### src/rtl/img_stream_pkg.sv
// Shared types and constants for the RGB565 pixel-stream generator.
package img_stream_pkg;

  typedef logic [15:0] rgb565_t;

  typedef enum logic [1:0] {
    IDLE  = 2'd0,
    SYNC  = 2'd1,
    FRAME = 2'd2
  } state_t;

  localparam rgb565_t UNDERFLOW_PIXEL = 16'h0000;

  // White, yellow, cyan, green, magenta, red, blue, black
  localparam rgb565_t COLOR_BARS [8] = '{
    16'hFFFF, 16'hFFE0, 16'h07FF, 16'h07E0,
    16'hF81F, 16'hF800, 16'h001F, 16'h0000
  };

  function automatic rgb565_t bar_color(input logic [2:0] idx);
    return COLOR_BARS[idx];
  endfunction

endpackage

### src/rtl/img_timing_cnt.sv
// Horizontal/vertical position counters with the region flags the
// transmitter FSM needs (active window, vs region, sync/frame end).
module img_timing_cnt #(
  parameter logic [9:0] IMG_H   = 10'd800,
  parameter logic [9:0] IMG_V   = 10'd600,
  parameter logic [9:0] H_BLANK = 10'd160,
  parameter logic [9:0] V_SYNC  = 10'd4,
  parameter logic [9:0] V_PRE   = 10'd8,
  parameter logic [9:0] V_POST  = 10'd8,
  parameter int HW = $clog2(int'(IMG_H) + int'(H_BLANK)),
  parameter int VW = $clog2(int'(V_SYNC) + int'(V_PRE) + int'(IMG_V) + int'(V_POST))
) (
  input  logic          clk,
  input  logic          rst,
  input  logic          run,
  output logic [HW-1:0] h_cnt,
  output logic [VW-1:0] v_cnt,
  output logic          active,
  output logic          vs_region,
  output logic          sync_last,
  output logic          frame_last
);

  localparam int LINE        = int'(IMG_H) + int'(H_BLANK);
  localparam int FRAME_LINES = int'(V_SYNC) + int'(V_PRE) + int'(IMG_V) + int'(V_POST);
  localparam int ACT_V0      = int'(V_SYNC) + int'(V_PRE);
  localparam int ACT_V1      = ACT_V0 + int'(IMG_V);

  logic line_last;

  assign line_last  = (int'(h_cnt) == LINE - 1);
  assign frame_last = line_last && (int'(v_cnt) == FRAME_LINES - 1);
  assign sync_last  = line_last && (int'(v_cnt) == int'(V_SYNC) - 1);
  assign vs_region  = (int'(v_cnt) >= int'(V_SYNC));
  assign active     = (int'(v_cnt) >= ACT_V0) && (int'(v_cnt) < ACT_V1) &&
                      (int'(h_cnt) < int'(IMG_H));

  // Counters sit at the frame origin while idle so a new frame starts cleanly.
  always_ff @(posedge clk) begin
    if (rst || !run) begin
      h_cnt <= '0;
      v_cnt <= '0;
    end else if (line_last) begin
      h_cnt <= '0;
      v_cnt <= frame_last ? '0 : v_cnt + VW'(1);
    end else begin
      h_cnt <= h_cnt + HW'(1);
    end
  end

endmodule

### src/rtl/img_stream_gen.sv
// vs/hs/clken + RGB565 stream transmitter with rigid frame timing.
// Optional colour-bar generator enabled by defining TEST_PATTERN_EN.
module img_stream_gen
  import img_stream_pkg::*;
#(
  parameter logic [9:0] IMG_H   = 10'd800,
  parameter logic [9:0] IMG_V   = 10'd600,
  parameter logic [9:0] H_BLANK = 10'd160,
  parameter logic [9:0] V_SYNC  = 10'd4,
  parameter logic [9:0] V_PRE   = 10'd8,
  parameter logic [9:0] V_POST  = 10'd8
) (
  input  logic        clk,
  input  logic        rst,
  input  logic        enable,
  input  logic        test_mode,
  input  logic        in_valid,
  input  logic [15:0] in_data,
  output logic        in_ready,
  output logic        post_vs,
  output logic        post_hs,
  output logic        post_clken,
  output logic [15:0] post_img_data,
  output logic        frame_done,
  output logic        busy,
  output logic [15:0] underflow_cnt
);

  localparam int HW = $clog2(int'(IMG_H) + int'(H_BLANK));
  localparam int VW = $clog2(int'(V_SYNC) + int'(V_PRE) + int'(IMG_V) + int'(V_POST));

  state_t        state_reg;
  logic [HW-1:0] h_cnt;
  logic [VW-1:0] v_cnt;
  logic          running;
  logic          active;
  logic          vs_region;
  logic          sync_last;
  logic          frame_last;
  logic          pix_active;
  logic          starve;
  rgb565_t       pix_data;

  assign running = (state_reg != IDLE);

  img_timing_cnt #(
    .IMG_H  (IMG_H),
    .IMG_V  (IMG_V),
    .H_BLANK(H_BLANK),
    .V_SYNC (V_SYNC),
    .V_PRE  (V_PRE),
    .V_POST (V_POST),
    .HW     (HW),
    .VW     (VW)
  ) u_timing (
    .clk       (clk),
    .rst       (rst),
    .run       (running),
    .h_cnt     (h_cnt),
    .v_cnt     (v_cnt),
    .active    (active),
    .vs_region (vs_region),
    .sync_last (sync_last),
    .frame_last(frame_last)
  );

  assign pix_active = (state_reg == FRAME) && active;
  assign starve     = in_ready && !in_valid;

`ifdef TEST_PATTERN_EN
  logic [2:0] bar_idx;

  assign bar_idx  = 3'((int'(h_cnt) * 8) / int'(IMG_H));
  assign in_ready = pix_active && !test_mode;

  always_comb begin
    pix_data = UNDERFLOW_PIXEL;
    if (pix_active) begin
      if (test_mode)     pix_data = bar_color(bar_idx);
      else if (in_valid) pix_data = in_data;
    end
  end
`else
  logic unused_inputs;

  assign unused_inputs = ^{test_mode, h_cnt};
  assign in_ready      = pix_active;

  always_comb begin
    pix_data = UNDERFLOW_PIXEL;
    if (pix_active && in_valid) pix_data = in_data;
  end
`endif

  // A starved slot is still emitted (data 0) so line timing never slips.
  always_ff @(posedge clk) begin
    if (rst) begin
      state_reg     <= IDLE;
      post_vs       <= 1'b0;
      post_hs       <= 1'b0;
      post_clken    <= 1'b0;
      post_img_data <= '0;
      frame_done    <= 1'b0;
      busy          <= 1'b0;
      underflow_cnt <= '0;
    end else begin
      unique case (state_reg)
        IDLE:    if (enable) state_reg <= SYNC;
        SYNC:    if (sync_last) state_reg <= FRAME;
        FRAME:   if (frame_last) state_reg <= enable ? SYNC : IDLE;
        default: state_reg <= IDLE;
      endcase
      post_clken    <= pix_active;
      post_hs       <= pix_active;
      post_vs       <= (state_reg == FRAME) && vs_region;
      post_img_data <= pix_data;
      frame_done    <= (state_reg == FRAME) && frame_last;
      busy          <= running;
      if (starve && (underflow_cnt != 16'hFFFF))
        underflow_cnt <= underflow_cnt + 16'd1;
    end
  end

endmodule
### config.mk
export PLATFORM = sky130hd
export DESIGN_NAME = img_stream_gen
export DESIGN_NICKNAME = d
export VERILOG_FILES = /design/src/rtl/img_stream_pkg.sv /design/src/rtl/img_timing_cnt.sv /design/src/rtl/img_stream_gen.sv
export SDC_FILE = /design/constraint.sdc
export NUM_CORES = 1
export LEC_CHECK = 0
export BUFFER_PORTS_ARGS = -buffer_cell sky130_fd_sc_hd__buf_2
export CORE_MARGIN = 10
export CORE_UTILIZATION = 45
export DETAILED_ROUTE_END_ITERATION = 16
export PLACE_DENSITY = 0.69
export SETUP_SLACK_MARGIN = 0.4
export SYNTH_ARGS = -nofsm -noshare
export SYNTH_HDL_FRONTEND = slang
export SYNTH_SLANG_ARGS = --single-unit
### constraint.sdc
create_clock -name clk -period 3.99 [get_ports clk]
set_input_delay 0.399 -clock clk [delete_from_list [all_inputs] [get_ports clk]]
set_output_delay 0.399 -clock clk [all_outputs]
set_load 0.01 [all_outputs]
======== After elaboration in Yosys (flattened, before gate mapping) ========
Cells that the tools add are included.
W data, S select, Z words.
storage, ports and cells
  register bits after elaboration ......... 58
cells by class
  add/sub/neg operators ................... 3
  order comparisons ....................... 4
  eq/ne operators ......................... 9
  mux-type cells .......................... 6
  bitwise operators ....................... 1
  reductions and logical operators ........ 18
operators by type and width
  operator                 count
  $add A10 B1 Y10 const B  2
  $lt A10 B10 Y1 const B   2
  $add A16 B1 Y16 const B  1
  $ne A16 B16 Y1 const B   1
  $eq A10 B10 Y1 const B   1
  $eq A10 B3 Y1 const B    1
  $eq A10 B8 Y1 const B    1
  $ge A10 B3 Y1 const B    1
  $ge A10 B4 Y1 const B    1
  $logic_and A1 B1 Y1      10
  $mux W10                 1
  $mux W2                  3
  $ne A2 B2 Y1 const B     3
  $pmux W2 S3              1
  $reduce_or A2 Y1         2
  $reduce_and A3 Y1        1
  $eq A2 B1 Y1 const B     1
  $eq A2 B2 Y1 const B     1
  $logic_not A1 Y1         2
  $logic_not A2 Y1         1
  $reduce_bool A2 Y1       1
  $logic_or A1 B1 Y1       1
  $mux W1                  1
  $not A1 Y1               1

======== Logic depth before layout (Yosys ltp) ========
Gate-level depths: netlist (run 1).
  word-level depth ........................ 7
  depth in mapped cells ................... 7
  mapped depth without buffers ............ 6

======== Hierarchy ========
From an unflattened synthesis (run 1), not the netlist that was laid out.
second synthesis, totals
  cell total of the unflattened synthesis .. 273
  area total of the unflattened synthesis .. 2539.9 um^2
by module, submodules not included
  module          times used  cells an instance  area each (um^2)  seq. area each (um^2)
  img_stream_gen  1           150                1497.7            760.7
  img_timing_cnt  1           123                1042.2            400.4

======== Least setup slack after synthesis (run 1) ========
No wires, ideal clock.
  path kind ............................... register to register
  from .................................... register underflow_cnt[0]
  to ...................................... register underflow_cnt[6]
  arrival ................................. 1.792 ns
  data required time ...................... 3.869 ns
  setup slack ............................. 2.077 ns
  stages on the path, launching flop included .. 8
  buffers on the path ..................... 1
  clock period less this slack ............ 1.913 ns
  cells stage by stage .................... dfxtp_1 ha_1 nand3_1 or4_1 nand2_1 buf_4 nor4_2 mux2_4
on the way
  cells in the longest elaborated chain, start to end .. 2
  elaborated cells between the ends (all ways) .. 3
  classes of those cells .................. add/sub: 1; eq/ne: 1; reduce/logical: 1
RTL lines
  item                                                                     RTL line               text
  start, declared                                                          img_stream_gen.sv:26   output logic [15:0] underflow_cnt
  start signal, assigned                                                   img_stream_gen.sv:120  underflow_cnt <= underflow_cnt + 16'd1;
  parallel branches: the longest is 2 deep, another holds $add A16 B1 Y16  -
Parallel ways; which one is timed is not known.
A chain may end at the register's enable or synchronous reset.

======== Worst setup path in the final report (run 1) ========
  from .................................... register u_timing.v_cnt[4]
  to ...................................... output in_ready
on the way
  cells in the longest elaborated chain, start to end .. 4
  elaborated cells between the ends (all ways) .. 5
  classes of those cells .................. order compare: 2; reduce/logical: 3
RTL lines
  item                                                    RTL line              text
  start, declared                                         img_timing_cnt.sv:17  output logic [VW-1:0] v_cnt,
  start signal, assigned                                  img_timing_cnt.sv:45  v_cnt <= frame_last ? '0 : v_cnt + VW'(1);
  $ge A10 B4 Y1 / $lt A10 B10 Y1 (equally long branches)  img_timing_cnt.sv:35  assign active = (int'(v_cnt) >= ACT_V0) && (int'(v_cnt) < ACT_V1) &&
  $logic_and A1 B1 Y1 (*) (2 in series)                   img_timing_cnt.sv:35
  $logic_and A1 B1 Y1 (*)                                 img_stream_gen.sv:67  assign pix_active = (state_reg == FRAME) && active;
  end, declared                                           img_stream_gen.sv:19  output logic in_ready,
Every way passes the cells marked *; elsewhere a longest branch is shown, timed or not.

==> impl_metrics.yaml, run 1 <==
run_status:
  status: "complete, no violations"
sta:
  max_freq_ghz: 0.453
  setup_viol: 0
  report.final.slew_viol_count: 0
  tightest_slew_ps: 735
  skew_ps: 9.39
  min_period_ps: 2210
  rsz0062_at_grt: "no"
  hold_viol: 0
  slew_headroom: 0.508
  setup-tns-final_ps: 0
  timing.final.crit_share: 0.553
grt:
  grt_usage: 0.127
  grt_first_pass_wirelength_um: 9030
  grt_pass1_vias: 2063
  antenna_found_initial: 0
  grt_max_degree: 25
  overflow: 0
yosys:
  synth-seq-cells: 58
  synthSimpleGateAreaFrac: 0.318
  synth.top_cell.area_share: 0.471
  ys_types: 44
  synth_area_um2: 2470
  syn_nets: 293
  synthMuxAreaShare: 0.00609
  syn_area_per_cell_um2: 9.21
  syn_inst: 268
  synth_compound_area_frac: 0.0882
  yosys_warnings: 0
  synth-xor-area-share: 0.0603
  synth_top_family_by_area: "simple AND/OR/NAND/NOR gates"
  synth_area_leaders: "dfxtp_1, and2_1, nor2_1, xor2_1, a21oi_1"
  synth-adder-area-share: 0.0203
  yosys.area.top_type: "dfxtp_1"
  yosysSeqAreaShare: 0.471
cts:
  cts_buffers: 9
  clock_latency_ps: 330
  cts.sinks: 58
  tritoncts: "built"
  clk_pin_slew_ps: 70
  cts_root_buf: "clkbuf_8"
  hold_buffers: 0
  postCtsSetupRepairBufs: 0
  htree_levels: 3
  cts_resized: 0
  max-clock-path-buffers: 2
floorplan:
  coreArea_um2: 5200
  io_pins: 59
  dieArea_um2: 8840
  fp-row-count: 26
  fp.dieH_um: 94.0
  initial_core_util: 0.474
  dieWidth_um: 94.0
critical_path:
  crit_type: "register to primary output"
  path_max_fanout: 7
  r2r_slack_ps: 1870
  start_kind: "register"
  cp_data_arrival_time_ps: 1810
  crit_required_ps: 3590
  crit_start: "u_timing.v_cnt[4]"
  reg2regPathDepth: 5
  r2r_start: "u_timing.h_cnt[6]"
  worstReg2RegEnd: "underflow_cnt[11]"
  crit_end: "in_ready"
  end_kind: "primary output"
routing:
  drt_pre_antenna_iters: 4
  drc_errors: 0
  post_drt_wl_per_cell_um: 13.2
  ant_nets: 0
  vias_per_cell: 5.18
  drt-initial-drc-count: 142
  vias: 2084
  drt-total-wl_um: 5300
final_layout:
  nets: 352
  area_growth_pct: 21.3
  final_cell_mix: "dfxtp_1, buf_2, nor2_1, and2_1"
  reg_top3: "post_img_data x16, underflow_cnt x16"
  fill_cells: 499
  layout-drive-gt1-share: 0.250
  post-route-util: 0.575
  n_antenna_cell: 0
  finalInstanceArea_um2: 2990
  layout_commonest_cell: "dfxtp_1"
flow_run:
  cap_viol_max_count: 0
placed_design:
  hpwl_um: 3970
  place_area_um2: 2790
  port_buffers: 57
  gp_congestion: 0.817
power_and_ir_drop:
  ir_worst_vdd_mv: 0.302
  leakage_nw: 1.22
  p_per_area_nw_per_um2: 383
worst_hold_path:
  hold_path_class: "primary input to register"
## critical path, stage by stage (launching register included)
cell and delay, ps:
dfxtp_1 360, nor4_1 480, nand3_1 250, nand3_2 200
inv_1 50, buf_2 130
## power by group
group / switching (mW) / internal [mW] / leakage [nW]
clock: 0.225 / 0.319 / 0.105
sequential: 0.00175 / 0.581 / 0.468
combinational: 0.0109 / 0.00914 / 0.642
## area by class of cell
class                      instances  area (um2)  share of cell area
sequential                        58        1160               0.388
tap                               70        87.6              0.0293
clock buffer                      11         151              0.0506
timing repair buffer              57         285              0.0953
inverter                          10        37.5              0.0125
multi-input combinational        191        1220               0.407
clock inverter                     5        52.6              0.0176
## synth_stat cells, drive strengths merged
cell type  count
a21oi         14
mux2           1
nor3           5
nand4b         1
or4b           1
and4           4
o41ai          1
and4bb         1
nand2b         2
a311oi         2
xor2          12
o31ai          5
o22a           1
or3           11
o31a           1
buf            6
ha             4
and2          20
nand3b         1
nand3         15
nand2         14
nor4           3
nor3b          1
nor2          28
xnor2          5
nor2b          3
a22oi          1
or2            1
dfxtp         58
or4            6
inv           10
o21ai         10
nand4         11
clkbuf         3
o311ai         1
and3           5
## worst min path at each step
stage / startpoint / to / slack (ps) / cells past startpoint
2_1_floorplan: u_timing.h_cnt[0] / u_timing.h_cnt[0] / 430 / 1
3_5_place_dp: u_timing.h_cnt[0] / u_timing.h_cnt[0] / 450 / 1
6_report: in_data[0] / post_img_data[0] / 260 / 2
5_1_grt: in_data[8] / post_img_data[8] / 250 / 2
3_3_place_gp: u_timing.h_cnt[0] / u_timing.h_cnt[0] / 440 / 1
4_1_cts: in_data[0] / post_img_data[0] / 250 / 2
## per-stage QoR
stage | cells | setup WS, ps | power (mW) | hold slack, ps
2_1_floorplan | 268 | 2080 | 0.604 | 426
3_3_place_gp | 386 | 1880 | 0.616 | 445
3_5_place_dp | 386 | 1850 | 0.616 | 450
4_1_cts | 402 | 1780 | 1.16 | 250
5_1_grt | 402 | 1640 | 1.19 | 253
6_report | 402 | 1780 | 1.15 | 262
## kinds of logic after synthesis
group | count (synthesis)
flip-flops | 58
AO/OA/AOI/OAI | 36
AND/OR/NAND/NOR | 133
buffers and inverters | 19
XOR/XNOR | 17
adder cells (fa/ha/maj) | 4
multiplexers | 1
## layer usage
layer | track usage | share of wire | routed length (um) | vias up
met5 | 0 | 0 | 0 | -
met4 | 0.0595 | 0.015 | 82 | 0
met3 | 0.0807 | 0.12 | 614 | 8
met2 | 0.191 | 0.42 | 2240 | 63
met1 | 0.138 | 0.45 | 2360 | 951
li1 | - | - | - | 1062
No activity file was read; power rests on OpenSTA's default activity.
==> run 2, diff against run 1 <==
Settings changed: PLACE_DENSITY 0.69 to 0.72.
Clock period 3.99 ns to 1.9 ns, I/O delays scaled along.
==> run 2 against run 1 <==
Largest power group is now clock. Non-clock buffer count is 41 higher. Critical endpoint is now underflow_cnt[11]. Worst hold slack worse by 210 ps. Clock power is 130% higher. Cell count is 11% higher. Via count is 12% higher.
==> impl_metrics.yaml, run 2 (synthesized netlist as in run 1, its figures left out) <==
sta:
  whs_ps: 50.8
  min_period_ps: 1810
  setup_viol: 0
  skew_ps: 8.36
  hold_viol: 0
  max_freq_ghz: 0.554
  setup-tns-final_ps: 0
  rsz0062_at_grt: "yes"
  report.final.slew_viol_count: 0
  tightest_slew_ps: 443
  slew_headroom: 0.705
  timing.final.crit_share: 0.950
critical_path:
  cp_slowest_stage_delay_ps: 420
  crit_start: "u_timing.v_cnt[4]"
  end_kind: "register"
  r2r_start: "u_timing.v_cnt[4]"
  cp_slowest_cell: "or4_1"
  crit_path_cell_trace: "or3_4, nand3_4, nand4_1, buf_6, or4_1, a21oi_2"
  crit_required_ps: 2180
  crit_type: "register to register"
  start_kind: "register"
  cp_data_arrival_time_ps: 2080
  path_max_fanout: 13
placed_design:
  port_buffers: 57
  gp_congestion: 0.780
  dp.cells: 397
  hpwl_um: 4170
cts:
  hold_buffers: 0
  clock_latency_ps: 330
  cts_root_buf: "clkbuf_8"
  cts.sinks: 58
  tritoncts: "built"
  max-clock-path-buffers: 2
  cts_buffers: 9
  htree_levels: 3
  clk_pin_slew_ps: 70
run_status:
  status: "complete, no violations"
final_layout:
  area_growth_pct: 49.1
  multiInputGateArea_um2: 1500
  reg_top3: "post_img_data x16, underflow_cnt x16"
  layout-drive-gt1-share: 0.484
  post-route-util: 0.707
  n_antenna_cell: 0
  finalNonFillerCells: 446
  final_cell_mix: "buf_2, dfxtp_1, buf_4, nor2_1, and2_1"
  final-seq-area_um2: 1200
  nets: 396
  fill_cells: 365
  layout_commonest_cell: "buf_2"
power_and_ir_drop:
  leakage_nw: 1.51
  pwr-share-seq: 0.487
  ir_worst_vdd_mv: 0.418
  finalPower_mw: 2.50
  netSwitchingPower_mw: 0.545
  switching_share: 0.218
  p_per_area_nw_per_um2: 680
  combPwrFrac: 0.024
  clkPwrFrac: 0.490
  internal_power_mw: 1.96
routing:
  vias_per_cell: 5.21
  post_drt_wl_per_cell_um: 15.7
  drt-total-wl_um: 7000
  ant_nets: 0
  vias: 2324
  drc_errors: 0
  drt_pre_antenna_iters: 5
  drt-initial-drc-count: 89
grt:
  grt_max_degree: 14
  grt_pass1_vias: 2148
  overflow: 0
  grt_usage: 0.143
  antenna_found_initial: 0
  grt_first_pass_wirelength_um: 10100
floorplan:
  io_pins: 59
  coreArea_um2: 5200
  fp-row-count: 26
  initial_core_util: 0.474
  dieArea_um2: 8840
  fp.dieH_um: 94.0
  dieWidth_um: 94.0
worst_hold_path:
  hold_start: "in_data[10]"
  hold_path_class: "primary input to register"
flow_run:
  cap_viol_max_count: 0
[run 2: final cells by class]
class                   instances  share of cell area
flip-flops and latches         58               0.326
multi-input cells             194               0.408
inverters                      10              0.0102
clock buffers                  12              0.0452
clock inverters                 4              0.0129
well taps                      70              0.0238
repair buffers                 98               0.174
[run 2: worst paths after layout]
kind                            slack [ps]  cells past startpoint                end
worst max-delay path                    90                      6  underflow_cnt[11]
worst min-delay path                    50                      2  post_img_data[10]
worst max register to register          90                      6  underflow_cnt[11]
worst min register to register         450                      1  u_timing.h_cnt[0]
[run 2: power by group through the flow]
stage	logic [mW]	clock network, mW	registers [mW]
after global placement	0.0460	0	1.25
after detailed placement	0.0467	0	1.25
after CTS	0.0500	1.22	1.22
after global routing	0.0655	1.29	1.22
after floorplan	0.0189	0	1.25
final	0.0594	1.23	1.22
[run 2: repair_timing]
item                       4_1_cts  5_1_grt
setup buffers                   15       15
pin swaps                       30       14
gates resized for setup         24       39
setup endpoints to repair       56       51
gates cloned                     1        2
[run 2: worst max-delay path, delay by kind of cell, from the launching register on]
| family | cells | cell delay (ps) |
|---|---|---|
| simple gates | 4 | 1070 |
| flops | 1 | 370 |
| buf+inv | 1 | 170 |
| compound gates | 1 | 140 |
[run 2: through the flow]
step	worst slack [ps]	area, um2
after floorplan	161	2570
after global placement	120	2960
after detailed placement	74.3	2960
after CTS	142	3410
after global routing	28.5	3680
final	94.3	3680
[run 2: metal layers]
| metal | vias up | share of wire | wire [um] | track usage |
|---|---|---|---|---|
| met5 | - | 0 | 0 | 0 |
| met4 | 0 | 0.015 | 104 | 0.0709 |
| met3 | 11 | 0.041 | 288 | 0.0392 |
| met2 | 45 | 0.54 | 3780 | 0.251 |
| met1 | 1108 | 0.40 | 2830 | 0.154 |
| li1 | 1160 | - | - | - |
==> run 3, diff against run 2 <==
Settings changed: PLACE_DENSITY 0.72 to unset, PLACE_DENSITY_LB_ADDON set to 0.05.
==> run 3 against run 2 <==
Worst hold slack lost 3.2 ps. Non-clock buffer count shrank 13. Global-route usage grew 0.70 points. Combinational power shrank 8.8%. Maximum frequency grew 0.54%. Die area is the same. Via count shrank 4.5%. Sequential power is essentially flat. Critical path depth is the same. Total power shrank 5.2%.
==> impl_metrics.yaml, run 3 (synthesized netlist as in run 1, its figures left out) <==
cts:
  clock_latency_ps: 330
  htree_levels: 3
  max-clock-path-buffers: 2
  cts_root_buf: "clkbuf_8"
  tritoncts: "built"
  clk_pin_slew_ps: 70
  hold_buffers: 0
  cts.sinks: 58
  cts_buffers: 9
sta:
  rsz0062_at_grt: "yes"
  setup_viol: 0
  slew_headroom: 0.503
  min_period_ps: 1800
  setup-tns-final_ps: 0
  whs_ps: 47.6
  report.final.slew_viol_count: 0
  skew_ps: 9.10
  timing.final.crit_share: 0.945
  max_freq_ghz: 0.557
  layout_setup_ws_ps: 104
  tightest_slew_ps: 743
  hold_viol: 0
power_and_ir_drop:
  p_per_area_nw_per_um2: 672
  leakage_nw: 1.43
  ir_worst_vdd_mv: 0.468
critical_path:
  crit_buf_inv: 1
  start_kind: "register"
  crit_required_ps: 2160
  crit_end: "underflow_cnt[11]"
  cp_slowest_stage_delay_ps: 400
  critPathTopFamily: "simple AND/OR/NAND/NOR gates"
  cp_data_arrival_time_ps: 2060
  worstReg2RegEnd: "underflow_cnt[11]"
  crit_type: "register to register"
  crit_path_cell_trace: "o311ai_4, and3_4, nand4_1, buf_6, or4_1, a21oi_1"
  end_kind: "register"
  cp_slowest_cell: "or4_1"
  crit_start: "u_timing.h_cnt[7]"
  r2r_start: "u_timing.h_cnt[7]"
  cp.depth: 6
  path_max_fanout: 13
  reg2regPathDepth: 6
  r2r_slack_ps: 100
routing:
  post_drt_wl_per_cell_um: 14.8
  vias: 2219
  drc_errors: 0
  ant_nets: 0
  drt-initial-drc-count: 83
  drt-total-wl_um: 6400
  drt_pre_antenna_iters: 4
  vias_per_cell: 5.14
grt:
  grt_first_pass_wirelength_um: 10600
  overflow: 0
  antenna_found_initial: 0
  grt_max_degree: 20
  grt_pass1_vias: 2136
  grt_usage: 0.150
floorplan:
  io_pins: 59
  fp-row-count: 26
  dieWidth_um: 94.0
  dieArea_um2: 8840
  coreArea_um2: 5200
  fp.dieH_um: 94.0
  initial_core_util: 0.474
final_layout:
  final_cell_mix: "buf_2, dfxtp_1, nor2_1, and2_1, buf_4"
  layout-drive-gt1-share: 0.423
  layout_commonest_cell: "buf_2"
  post-route-util: 0.678
  n_antenna_cell: 0
  finalNonFillerCells: 432
  area_growth_pct: 43.1
  reg_top3: "post_img_data x16, underflow_cnt x16"
  nets: 382
run_status:
  status: "complete, no violations"
placed_design:
  place_ws_ps: -14.1
  hpwl_um: 4180
  port_buffers: 57
  gp_congestion: 0.812
  dp.cells: 397
worst_hold_path:
  hold_path_class: "primary input to register"
flow_run:
  cap_viol_max_count: 0
-- run 3: worst register-to-register path: stages, from the launching register on --
cell	delay, ps
dfxtp_2	340
o311ai_4	300
and3_4	280
nand4_1	110
buf_6	160
or4_1	400
a21oi_1	140
-- run 3: area by class of cell --
class                      count  area (um2)
clock buffer                  11         163
sequential                    58        1200
tap                           70        87.6
fill                         438        1680
timing repair buffer          85         548
clock inverter                 5        36.3
multi-input combinational    193        1460
inverter                      10        37.5
-- run 3: worst min-delay path by stage --
stage | depth (start not counted) | to | from
6_report | 2 | post_img_data[4] | in_data[4]
5_1_grt | 2 | post_img_data[11] | in_data[11]
4_1_cts | 2 | post_img_data[4] | in_data[4]
2_1_floorplan | 1 | busy | rst
3_3_place_gp | 2 | post_img_data[11] | in_data[11]
3_5_place_dp | 2 | post_img_data[10] | in_data[10]
-- run 3: per-layer routing --
metal | vias to the layer above | wire, um | global-route usage
li1 | 1132 | - | -
met1 | 1019 | 2780 | 0.176
met2 | 62 | 3210 | 0.249
met3 | 6 | 348 | 0.0400
met4 | 0 | 60 | 0.0671
met5 | - | 0 | 0
-- run 3: report_power, final --
part / total (mW) / internal, mW / switching, mW
clock network: 1.10 / 0.587 / 0.513
registers: 1.22 / 1.21 / 0.00437
logic: 0.0542 / 0.0248 / 0.0294
total: 2.37 / 1.82 / 0.547
-- run 3: timing repair --
item / in CTS / in global routing
endpoints found under the setup margin: 55 / 57
cloned: 2 / 0
resized for setup: 28 / 15
endpoints found under the hold margin: 0 / 0
pin swaps: 16 / 7
buffers inserted: 13 / 4
-- run 3: stage by stage --
| step | area [um2] | power, mW |
|---|---|---|
| final | 3530 | 2.37 |
| after global routing | 3530 | 2.47 |
| after CTS | 3450 | 2.40 |
| after detailed placement | 2960 | 1.30 |
| after global placement | 2960 | 1.29 |
| after floorplan | 2570 | 1.27 |
